--- src/rtl/rr_grant_encoder.sv ---
// Round-robin arbiter with registered one-hot grant and binary grant code.
// Owners keep the grant until done or withdrawal, or until the hold limit expires while others wait.
module rr_grant_encoder #(
    parameter int N        = 8,
    parameter int IDX_W    = 3,
    parameter int HOLD_MAX = 4
) (
    input  logic             clk,
    input  logic             rst_n,
    input  logic [N-1:0]     req,
    input  logic             done,
    output logic [N-1:0]     grant,
    output logic [IDX_W-1:0] grant_code,
    output logic             grant_valid
);

    localparam int HW = (HOLD_MAX > 1) ? $clog2(HOLD_MAX) : 1;
    localparam logic [HW-1:0] HOLD_LAST = HW'(HOLD_MAX - 1);

    typedef enum logic {IDLE, OWN} state_t;

    state_t           state;
    logic [IDX_W-1:0] ptr;
    logic [HW-1:0]    hold_cnt;

    logic             found;
    logic [IDX_W-1:0] win;
    logic [IDX_W-1:0] idx;
    logic             others;
    logic             release_own;

    // Scan from ptr upward; IDX_W-bit addition wraps the search back to 0.
    always_comb begin
        found = 1'b0;
        win   = '0;
        idx   = '0;
        for (int k = 0; k < N; k++) begin
            idx = ptr + IDX_W'(k);
            if (!found && req[idx]) begin
                found = 1'b1;
                win   = idx;
            end
        end
    end

    // grant is one-hot while owning, so masking it out leaves only competing requests.
    assign others      = |(req & ~grant);
    assign release_own = done || !req[grant_code] || ((hold_cnt == HOLD_LAST) && others);

    always_ff @(posedge clk or negedge rst_n) begin
        if (!rst_n) begin
            state       <= IDLE;
            ptr         <= '0;
            hold_cnt    <= '0;
            grant       <= '0;
            grant_code  <= '0;
            grant_valid <= 1'b0;
        end else begin
            case (state)
                IDLE: begin
                    hold_cnt <= '0;
                    if (found) begin
                        grant       <= N'(1) << win;
                        grant_code  <= win;
                        grant_valid <= 1'b1;
                        state       <= OWN;
                    end
                end
                OWN: begin
                    if (release_own) begin
                        grant       <= '0;
                        grant_code  <= '0;
                        grant_valid <= 1'b0;
                        ptr         <= grant_code + IDX_W'(1);
                        hold_cnt    <= '0;
                        state       <= IDLE;
                    end else if (hold_cnt != HOLD_LAST) begin
                        hold_cnt <= hold_cnt + HW'(1);
                    end
                end
                default: state <= IDLE;
            endcase
        end
    end

endmodule

--- config.mk ---
export PLATFORM = sky130hd
export DESIGN_NAME = rr_grant_encoder
export DESIGN_NICKNAME = d
export VERILOG_FILES = /design/src/rtl/rr_grant_encoder.sv
export SDC_FILE = /design/constraint.sdc
export NUM_CORES = 1
export LEC_CHECK = 0
export BUFFER_PORTS_ARGS = -buffer_cell sky130_fd_sc_hd__buf_2
export CAP_MARGIN = 10
export CORE_MARGIN = 4
export CORE_UTILIZATION = 31
export DETAILED_ROUTE_END_ITERATION = 12
export PLACE_DENSITY = 0.58
export SLEW_MARGIN = 20
export SYNTH_ARGS = -nofsm -noshare
export SYNTH_HDL_FRONTEND = slang
export SYNTH_SLANG_ARGS = --single-unit
--- constraint.sdc ---
create_clock -name clk -period 3.6 [get_ports clk]
set_clock_uncertainty 0.15 [all_clocks]
set_input_delay 0.18 -clock clk [delete_from_list [all_inputs] [get_ports clk]]
set_output_delay 0.18 -clock clk [all_outputs]
set_load 0.01 [all_outputs]
==> flow_summary.json <==
{
  "via_per_inst": 5.94,
  "rsz0062_at_grt": "false",
  "layout.nets": 231,
  "ys_ff_latch": 18,
  "setup_tns_ns": 0,
  "cts_tree": "yes",
  "setup_viol": 0,
  "dieArea_um2": 8030,
  "die_y_um": 89.6,
  "slew_headroom_pct": 66.9,
  "antenna_cells": 0,
  "cp.required_ns": 3.64,
  "num_vias": 1734,
  "place_area_um2": 2210,
  "hpwlAfterDp_mm": 3.85,
  "grt_max_degree": 28,
  "start_util_pct": 32.1,
  "final_core_util_pct": 35.4,
  "syn2layout_area_growth_pct": 10.0,
  "powerDensity_nw_per_um2": 1110,
  "cpMaxStageDelayCell": "ha_1",
  "ir_drop_v": 0.000544,
  "grt_overflow": 0,
  "syn_nets": 215,
  "cpLargestDelayFamily": "multiplexers",
  "syn-instance-count": 200,
  "cts_made_buffers": 3,
  "min_period_ns": 3.29,
  "grt_usage_pct": 13.7,
  "dr.pass1.iters": 4,
  "core_um2": 6420,
  "synthTopCellsByArea": "dfrtp_1 22%, mux4_2 19%, mux2i_1 4.4%",
  "drt_iter0_drc": 76,
  "stdcell_area_um2": 2270,
  "r2r_slack_ns": 0.31,
  "drc": 0,
  "cts_buffer_depth": 2,
  "cts.sinks": 18,
  "antenna_found_initial": 0,
  "yosys_warnings": 0,
  "p_leak_uw": 0.000992,
  "routed_wl_mm": 5.25,
  "synth-seq-area-share_pct": 21.8,
  "h-tree-depth": 1,
  "io_pins": 23,
  "synth_area_leader_cell": "dfrtp_1",
  "placement.io_buffers": 22,
  "ys_types": 59,
  "syn_area_per_cell_um2": 10.3,
  "final_max_slew_viol_count": 0,
  "synth_top_area_share_pct": 21.8,
  "synth_edf_count": 0,
  "finalHoldViolations": 0,
  "clkTransAtPathRegs_ns": 0.07,
  "ant_nets": 0,
  "whs_ns": 0.0949,
  "die_w_um": 89.6,
  "cpPeakStageDelay_ns": 0.52,
  "min_path_type": "in -> reg",
  "synth_ff_type": "dfrtp_1",
  "routabilityCongestion": 0.923,
  "cp_max_fo": 10,
  "outcome": "finished, final reports clean",
  "worstPathCellList": "inv_1, ha_1, mux2_2, mux4_1, nor3_2, o211ai_2, or3_4, a21oi_4, a32o_1",
  "drive_gt1_share_pct": 34.9,
  "clockRootBuffer": "clkbuf_8",
  "max_freq_mhz": 304,
  "path_buf_inv": 1,
  "wl_per_cell_um": 18.0,
  "grt_pass1_wl_mm": 8.64,
  "worst_pin_slew_ns": 0.496,
  "grt_pass1_vias": 1774,
  "cts_resized": 0,
  "insertion_delay_ns": 0.25,
  "startpoint_type": "flip-flop",
  "period_share_pct": 91.4,
  "crit_arrival_ns": 3.33,
  "synthesis.area_um2": 2060,
  "critPathKind": "reg -> reg",
  "max_cap_viol_count": 0,
  "async_reset_ff_share_pct": 100,
  "crit_path_end_kind": "flip-flop",
  "rows": 29
}
-- sequential cells by signal (all words and copies together), names as in the netlist --
signal	count
hold_cnt	2
grant_valid	1
grant	8
state	1
grant_code	3
ptr	3
-- per-layer routing --
metal  global-route usage (%)  share of wire (%)
met5                        0                  0
met3                     1.28                3.1
met2                     23.5                 51
met1                     17.9                 44
met4                     4.87                1.9
-- cell type report --
type	instances	area, um^2
clock buffer	4	55.1
tap	77	96.3
inverter	13	48.8
multi-input combinational	150	1450
fill	633	4150
timing repair buffer	30	173
sequential	18	450
-- synthesized netlist by cell type, types with 3 or more instances --
| library cell | count |
|---|---|
| a221o_1 | 3 |
| o31ai_1 | 5 |
| nor2_1 | 4 |
| mux2_2 | 6 |
| o22ai_1 | 5 |
| mux4_2 | 17 |
| clkbuf_1 | 6 |
| ha_1 | 4 |
| inv_1 | 10 |
| mux2i_1 | 9 |
| nand3_1 | 12 |
| dfrtp_1 | 18 |
| xor2_1 | 3 |
| o21ai_0 | 4 |
| nand2b_1 | 4 |
| inv_2 | 3 |
| a21oi_1 | 5 |
| nand2_1 | 19 |
| buf_2 | 7 |
| buf_6 | 5 |
| a21o_1 | 3 |
-- worst register-to-register path, stage by stage, from the launching register on --
cell and delay [ns]:
dfrtp_1 0.35, inv_1 0.10, ha_1 0.52, mux2_2 0.40, mux4_1 0.52, nor3_2 0.17, o211ai_2 0.17, or3_4 0.45
a21oi_4 0.22, a32o_1 0.20
-- path summary, 6_finish.rpt --
kind,start,end,depth (start not counted)
setup / recovery,ptr[1],grant[6],9
setup reg to reg,ptr[1],grant[6],9
max in group asynchronous,rst_n,grant_code[0],2
hold reg to reg,grant_valid,grant_valid,2
min in group asynchronous,rst_n,hold_cnt[1],2
hold / removal,done,hold_cnt[1],4
-- cells by family (layout without fill, tap and decap cells) --
kind of cell	count (synthesis)	after routing	share of synthesized area, %
AND/OR/NAND/NOR	52	52	13.0
adder cells (fa/ha/maj)	4	4	2.42
AO/OA/AOI/OAI	51	51	20.5
flip-flops	18	18	21.8
XOR/XNOR	5	5	2.49
buffers and inverters	32	47	8.06
multiplexers	38	38	31.8
-- report_power, final --
group | switching [uW] | internal (uW) | leakage (uW)
registers | 81.0 | 282 | 0.000234
clock network | 66.8 | 97.2 | 0.0000288
logic | 1080 | 907 | 0.000730
total | 1220 | 1290 | 0.000992
-- metrics by stage --
step,setup slack (ns),std cells,total power (uW)
after floorplan,0.378,200,1940
after global placement,0.360,287,2340
after detailed placement,0.340,287,2330
after CTS,0.322,292,2500
after global routing,0.134,292,2700
final,0.311,292,2510
-- repair_timing --
item,in CTS,in global routing
endpoints found under the hold margin,18,0
hold buffers,1,0
setup buffers,0,0
-- cell usage in the layout, fill, tap and decap left out, drive strengths merged, types with 3 or more instances in the layout --
cell type and n:
a21o 3, a21oi 6, a221o 3, a32o 4, buf 29, clkbuf 4
dfrtp 18, ha 4, inv 13, mux2 8, mux2i 11, mux4 19
nand2 19, nand2b 4, nand3 12, nor2 4, o21ai 6, o22ai 5
o31ai 5, xor2 4
No activity file was read; power rests on OpenSTA's default activity.
